$ cat src/rtl/bram_wr_sched.sv
// Purpose: round-robin scheduler merging two single-sample capture streams into one BRAM write port.
// Latency: a valid pulse in cycle t produces wea in cycle t+2 when uncontended.
// Backpressure: none upstream; a sample arriving on a still-occupied, ungranted buffer is dropped and ovf_err is set.
module bram_wr_sched #(
    parameter int int_bits  = 20,
    parameter int addr_bits = 10,
    parameter int LEN       = 512
) (
    input  logic                 clk,
    input  logic                 reset_n,
    input  logic                 start,
    input  logic                 in0_vld,
    input  logic [int_bits-1:0]  in0_data,
    input  logic                 in1_vld,
    input  logic [int_bits-1:0]  in1_data,
    output logic                 ena,
    output logic                 wea,
    output logic [addr_bits-1:0] addra,
    output logic [int_bits-1:0]  dina,
    output logic                 busy,
    output logic                 done,
    output logic                 ovf_err
);

    localparam int CW = $clog2(LEN + 1);
    localparam logic [CW-1:0]        LEN_C = CW'(LEN);
    localparam logic [addr_bits-1:0] BASE1 = addr_bits'(LEN);

    typedef enum logic [1:0] {
        IDLE = 2'd0,
        RUN  = 2'd1,
        DONE = 2'd2
    } state_t;

    state_t state_q, state_d;

    logic [int_bits-1:0] buf_q  [2];
    logic                pend_q [2];
    logic [CW-1:0]       acc_q  [2];   // samples accepted into the buffer this frame
    logic [CW-1:0]       cnt_q  [2];   // samples written to BRAM this frame
    logic                rr_q;
    logic                ovf_q;

    logic                vld    [2];
    logic [int_bits-1:0] data   [2];
    logic                gnt    [2];
    logic                run_act;

    assign vld[0]  = in0_vld;
    assign vld[1]  = in1_vld;
    assign data[0] = in0_data;
    assign data[1] = in1_data;

    // A start pulse flushes the frame, so nothing is granted in that cycle.
    assign run_act = (state_q == RUN) && !start;

    // Single grant per cycle; rr only breaks ties when both buffers hold a sample.
    always_comb begin
        gnt[0] = run_act && pend_q[0] && (!pend_q[1] || !rr_q);
        gnt[1] = run_act && pend_q[1] && (!pend_q[0] ||  rr_q);
    end

    // State register.
    always_ff @(posedge clk or negedge reset_n) begin
        if (!reset_n) begin
            state_q <= IDLE;
        end else begin
            state_q <= state_d;
        end
    end

    // Next-state and status outputs; the frame ends once every sample is written out.
    always_comb begin
        state_d = state_q;
        busy    = 1'b0;
        done    = 1'b0;
        case (state_q)
            IDLE: begin
                if (start) state_d = RUN;
            end
            RUN: begin
                busy = 1'b1;
                if (start) begin
                    state_d = RUN;
                end else if ((cnt_q[0] == LEN_C) && (cnt_q[1] == LEN_C) &&
                             !pend_q[0] && !pend_q[1]) begin
                    state_d = DONE;
                end
            end
            DONE: begin
                done = 1'b1;
                if (start) state_d = RUN;
            end
            default: state_d = IDLE;
        endcase
    end

    // Capture buffers: a valid reloads the buffer when it is empty or being drained this cycle.
    always_ff @(posedge clk or negedge reset_n) begin
        if (!reset_n) begin
            for (int i = 0; i < 2; i++) begin
                buf_q[i]  <= '0;
                pend_q[i] <= 1'b0;
                acc_q[i]  <= '0;
            end
            ovf_q <= 1'b0;
        end else if (start) begin
            for (int i = 0; i < 2; i++) begin
                pend_q[i] <= 1'b0;
                acc_q[i]  <= '0;
            end
            ovf_q <= 1'b0;
        end else if (state_q == RUN) begin
            for (int i = 0; i < 2; i++) begin
                if (vld[i] && (acc_q[i] < LEN_C)) begin
                    if (pend_q[i] && !gnt[i]) begin
                        ovf_q <= 1'b1;
                    end else begin
                        buf_q[i]  <= data[i];
                        pend_q[i] <= 1'b1;
                        acc_q[i]  <= acc_q[i] + CW'(1);
                    end
                end else if (gnt[i]) begin
                    pend_q[i] <= 1'b0;
                end
            end
        end
    end

    // BRAM write port: register the granted sample; address/data hold while idle.
    always_ff @(posedge clk or negedge reset_n) begin
        if (!reset_n) begin
            wea      <= 1'b0;
            addra    <= '0;
            dina     <= '0;
            cnt_q[0] <= '0;
            cnt_q[1] <= '0;
            rr_q     <= 1'b0;
        end else if (start) begin
            wea      <= 1'b0;
            cnt_q[0] <= '0;
            cnt_q[1] <= '0;
            rr_q     <= 1'b0;
        end else begin
            wea <= gnt[0] | gnt[1];
            if (gnt[0]) begin
                addra    <= addr_bits'(cnt_q[0]);
                dina     <= buf_q[0];
                cnt_q[0] <= cnt_q[0] + CW'(1);
                rr_q     <= 1'b1;
            end else if (gnt[1]) begin
                addra    <= BASE1 + addr_bits'(cnt_q[1]);
                dina     <= buf_q[1];
                cnt_q[1] <= cnt_q[1] + CW'(1);
                rr_q     <= 1'b0;
            end
        end
    end

    assign ena     = wea;
    assign ovf_err = ovf_q;

endmodule

$ cat config.mk
export PLATFORM = sky130hd
export DESIGN_NAME = bram_wr_sched
export DESIGN_NICKNAME = d
export VERILOG_FILES = /design/src/rtl/bram_wr_sched.sv
export SDC_FILE = /design/constraint.sdc
export NUM_CORES = 1
export LEC_CHECK = 0
export ABC_CLOCK_PERIOD_IN_PS = 2340
export CAP_MARGIN = 10
export CORE_ASPECT_RATIO = 1.75
export CORE_MARGIN = 2
export CORE_UTILIZATION = 41
export DETAILED_ROUTE_END_ITERATION = 12
export SLEW_MARGIN = 20
export SYNTH_ARGS = -nofsm -noshare
export SYNTH_HDL_FRONTEND = slang
export SYNTH_SLANG_ARGS = --single-unit
$ cat constraint.sdc
create_clock -name clk -period 2.34 [get_ports clk]
set_input_delay 0.351 -clock clk [delete_from_list [all_inputs] [get_ports clk]]
set_output_delay 0.351 -clock clk [all_outputs]
set_load 0.02 [all_outputs]
After elaboration in Yosys (flattened, before gate mapping)
Index checks and enable logic that the tools add are counted.

storage, ports and cells
  register bits after elaboration = 117
  bits of input ports = 45
  output and inout port bits = 35
  word-level logic and storage cells = 113

operators by class
  add/sub/neg operators = 5
  $lt $le $gt $ge = 2
  equal/unequal tests = 11
  mux-type cells = 37
  bitwise operators = 4
  reduce and logical (&&, ||, !) cells = 40

operators with widths
  cell                      number
  $mux W20                  5
  $mux W10                  9
  $add A10 B1 Y10 const B   4
  $eq A10 B10 Y1 const B    2
  $lt A10 B10 Y1 const B    2
  $mux W1                   17
  $logic_and A1 B1 Y1       12
  $reduce_and A3 Y1         4
  $reduce_bool A2 Y1        6
  $add A10 B10 Y10 const A  1
  $mux W2                   5
  $reduce_bool A3 Y1        3
  $reduce_and A4 Y1         2
  $logic_not A1 Y1          6
  $ne A2 B2 Y1 const B      3
  $ne A3 B3 Y1 const B      2
  $reduce_and A2 Y1         3
  $pmux W2 S2               1
  $ne A3 B2 Y1 const B      1
  $not A1 Y1                3
  $eq A2 B1 Y1 const B      1
  $eq A2 B2 Y1 const B      1
  $logic_not A2 Y1          1
  $logic_or A1 B1 Y1        2
  3 further kinds           3

Depth between registers and ports, before layout
Gate-level depths: netlist (run 1).

  depth after elaboration = 12
  depth in mapped cells = 6
  depth with buffers taken out = 6

Worst setup path before layout (run 1)
No wires, ideal clock.

  path type = reg2reg
  start = register state_q[1]
  end = register cnt_q[18] (netlist name)
  arrival = 1814 ps
  data required time = 2262 ps
  slack = 448 ps
  stages on the path, launching flop included = 6
  buffers on the path = 1
  period minus slack after synthesis = 1892 ps
  cells stage by stage = dfrtp_1 > nand2b_1 > buf_6 > or4_4 > or4_1 > a21oi_1

between the ends
  word-level cells in the longest chain between the ends = 5

RTL lines
  element                           RTL line  text
  start, declared                   35        state_t state_q, state_d;
  start signal, assigned            68        state_q <= state_d;
  $eq A2 B1 Y1                      55        assign run_act = (state_q == RUN) && !start;
  $logic_and A1 B1 Y1               55
  $logic_and A1 B1 Y1 (2 in a row)  59        gnt[0] = run_act && pend_q[0] && (!pend_q[1] || !rr_q);
  $reduce_bool A2 Y1 (no line)      --
  end, declared                     40        logic [CW-1:0] cnt_q [2];

No other way between the ends.
A chain may end at the register's enable or synchronous reset.

Worst setup path in the final report (run 1)
  start = register state_q[1]
  end = output port busy

between the ends
  word-level cells in the longest chain between the ends = 2

RTL lines
  element        RTL line  text
  $eq A2 B1 Y1   77        case (state_q)
  $mux W1        77
  end, declared  20        output logic busy,

No other way between the ends.

==> impl_summary.txt, run 1 <==
----------------------------------------------------
[Run status]
  Run status ... completed

[Critical path]
  Critical path endpoint category ... output pin
  Type of the worst setup path ... register to output pin
  Startpoint type of the worst setup path ... register
  Data arrival at the endpoint of the critical path ... 1.88 ns
  Required time of the critical path ... 1.99 ns
  Worst-path fanout max ... 6

[Synthesis]
  Portion of synthesized cell area occupied by the leading cell type ... 0.558
  Synth Net Count ... 531
  Synthesized flop and latch total ... 117
  Main area contributors after synthesis ... dfrtp_1 (56%), mux2_2 (8.8%), o21ai_0 (4.0%)
  Sequential share of the synthesized area ... 0.558
  Post-synth EDFFs ... 0
  Area fraction in compound gates after synthesis ... 0.124
  Number of instances in the synthesized netlist ... 480
  Cell Area, Synth ... 5250 µm²
  Top flip-flop cell by instance count after synthesis ... dfrtp_1
  Post-Synth Simple-Gate Area ... 0.144
  Adder-Cell Fraction of Synth Area ... 0.0143
  Dominant combinational cell family by area after synthesis ... simple AND/OR/NAND/NOR gates
  Mux share of post-synthesis cell area ... 0.0937
  Leading area contributor after synthesis ... dfrtp_1
  Post-synthesis average cell area ... 10.9 µm²
  Synthesized-area fraction occupied by xor and xnor cells ... 0.0250
  Ys async rst share ... 1.00
  Yosys warning count ... 0
  Number of distinct standard cells referenced by the synthesized netlist ... 50

[Pwr]
  Worst vdd ir ... 540 µV
  Power density over the cells ... 839 nW/µm²
  Leakage ... 2.89 nW

[Floorplanning]
  Placeable core region ... 12500 µm²
  Die footprint ... 13800 µm²
  Horizontal die dimension ... 89.5 µm
  Effective utilization at floorplan ... 0.420
  Die Y ... 154 µm
  I/O pins ... 80
  Standard-cell rows ... 54

[GRT]
  Number of antenna violations at the first check in global routing ... 0
  All-Layer GR Usage ... 0.201
  Via count of the first global-routing pass ... 4184
  Pin count of the biggest net entering global routing ... 62
  First-pass GRT wire length ... 21000 µm
  Total gr overflow ... 0

[Clock network]
  Buffer type at the clock tree root ... clkbuf_16
  Clock H-tree levels ... 4
  Clk Latency, worst-skew pair ... 0.41 ns
  Number of CTS-inserted buffers ... 17
  Clock-pin slew of the registers on the worst-case setup and hold paths ... 0.05 ns
  Total setup buffers inserted after CTS ... 0
  Number of gates given a new drive strength after cts ... 0
  Clock tree from TritonCTS ... done
  Hold-fix buffer count after cts ... 1
  Number of clock sinks ... 117
  Clock Tree Buf Depth ... 2

[Drt]
  DRT iter0 DRCs ... 194
  DR vias/cell ... 5.32
  Wirelength, routed ... 12500 µm
  Average wire length per cell after detail routing ... 16.6 µm
  Iteration count of the initial detailed-routing pass ... 5
  Via count ... 4016
  Number of nets still failing antenna checks after routing ... 0
  DRC Markers ... 0

[Timing]
  Fmax ... 449 MHz
  Slew Limit Fails ... 0
  Worst setup skew after layout ... 0.00724 ns
  Tmin final ... 2.23 ns
  Slew at the pin closest to its max-slew limit ... 0.612 ns
  Final hold violations ... 0
  Total setup violations reported at the end of the flow ... 0
  Setup repair after global routing missed its margin ... no
  Tightest slew margin relative to the limit ... 0.592
  Setup TNS ... 0 ns
  Final period utilization ... 0.953

[Worst hold path]
  Class of the tightest hold or removal check ... register to register

[Cells and area]
  Antenna diodes ... 0
  Area delta synth->final ... 32.2%
  Fraction of final layout cells sized beyond drive strength 1 ... 0.182
  Area taken by flip-flops and latches ... 2930 µm²
  Count of fill cells added during filler insertion ... 1106
  Post-layout utilization of the core ... 0.555
  Layout net count ... 625
  Area of the multi-input gates ... 2120 µm²

[Place]
  IO Port Bufs ... 79
  Post-DP HPWL ... 8790 µm
  Gpl congestion ... 0.825

[Job]
  Max-cap violations ... 0

----------------------------------------------------
[kinds of logic after synthesis]
logic type                 count (synthesis)
xor gates and xnor gates                  15
muxes                                     44
adders and majority gates                  6
DFF                                      117
and+or+nand+nor                          144
buffers and inverters                     43
AOI/OAI and AO/OA                        111
[cell usage after synthesis, types with 2 or more instances]
| library cell | n |
|---|---|
| o31ai_1 | 8 |
| buf_2 | 3 |
| ha_1 | 6 |
| mux2i_1 | 3 |
| xor2_1 | 8 |
| a21boi_0 | 2 |
| nor3b_1 | 2 |
| dfrtp_1 | 117 |
| inv_1 | 15 |
| nand2b_1 | 2 |
| nor4bb_1 | 2 |
| nand3_1 | 16 |
| a21oi_1 | 20 |
| or2_2 | 2 |
| xnor2_1 | 7 |
| nand4_1 | 8 |
| o21ai_0 | 42 |
| clkbuf_1 | 18 |
| nor3_1 | 2 |
| o22ai_1 | 28 |
| and4_1 | 2 |
| and2_1 | 2 |
| clkbuf_8 | 4 |
| nand2_1 | 46 |
| or4_1 | 8 |
| nor4_1 | 8 |
| mux2_2 | 41 |
| a22oi_1 | 2 |
| or3_1 | 9 |
| nor2_1 | 24 |
| and3_1 | 3 |
| and4bb_2 | 2 |
[final timing paths]
| kind | startpoint | end | slack [ns] | cells past startpoint |
|---|---|---|---|---|
| hold reg to reg | dina[18] | dina[18] | 0.48 | 2 |
| hold / removal | dina[18] | dina[18] | 0.48 | 2 |
| setup reg to reg | rr_q | cnt_q[19] | 0.41 | 4 |
| setup / recovery | state_q[1] | busy | 0.11 | 3 |
| max in group asynchronous | reset_n | cnt_q[13] | 1.13 | 3 |
| min in group asynchronous | reset_n | buf_q[7] | 0.50 | 2 |
[flip-flops by register name, indices dropped and copies added (netlist names)]
name	flops
buf_q	40
acc_q	20
cnt_q	20
dina	20
addra	10
pend_q	2
state_q	2
ena	1
ovf_err	1
rr_q	1
[through the flow]
step	hold WS (ns)	instance area (µm²)	total power [mW]	setup WS, ns	cells
detailed placement	0.404	6340	3.36	0.0449	722
global route	0.514	6940	6.10	0.0255	755
floorplan	0.0554	5250	2.87	0.448	480
finish	0.484	6940	5.82	0.111	755
CTS	0.490	6940	5.90	0.0907	755
global placement	0.406	6340	3.34	0.0494	722
[placed cells by master (no fill, tap or decap), types with 4 or more instances in the layout]
cell	instances
mux2_2	41
dfrtp_1	117
inv_1	15
inv_6	4
o21ai_0	42
nand2_1	46
clkdlybuf4s50_1	78
o22ai_1	28
a21oi_1	20
or3_1	9
nand3_1	16
or4_1	8
buf_12	5
buf_4	19
o31ai_1	8
clkinv_4	4
nor4_1	8
clkbuf_16	17
xor2_1	8
ha_1	6
nand4_1	8
xnor2_1	7
nor2_1	23
[power breakdown]
group          total [mW]  switching [mW]  internal [mW]
sequential           2.40           0.141           2.26
combinational       0.909           0.444          0.465
clock                2.51           0.952           1.56
total                5.82            1.54           4.28
[cell type report]
class	instances	area share
timing repair buffer	103	0.149
inverter	15	0.00812
sequential	117	0.422
clock buffer	20	0.0673
multi-input combinational	320	0.306
tap	168	0.0303
clock inverter	12	0.0173
[metal layers]
layer	share of wire	GRT usage
met1	0.39	0.230
met2	0.55	0.347
met3	0.041	0.0596
met4	0.017	0.0732
met5	0	0
[critical path: stages (launching register included)]
cell,delay [ns]
dfrtp_1,0.43
nand2b_1,0.21
inv_1,0.20
clkdlybuf4s50_1,0.64
Note: power is estimated with default switching activity, not from simulation.
==> run 2: changes to the inputs <==
--- a/config.mk
+++ b/config.mk
@@ -10,6 +10,7 @@
 export CORE_ASPECT_RATIO = 1.75
 export CORE_MARGIN = 2
 export CORE_UTILIZATION = 41
+export CTS_CLUSTER_DIAMETER = 30
 export DETAILED_ROUTE_END_ITERATION = 12
 export SLEW_MARGIN = 20
 export SYNTH_ARGS = -nofsm -noshare
==> results of run 2 <==
The final DEF is identical to that of run 1; final timing and power are the same.
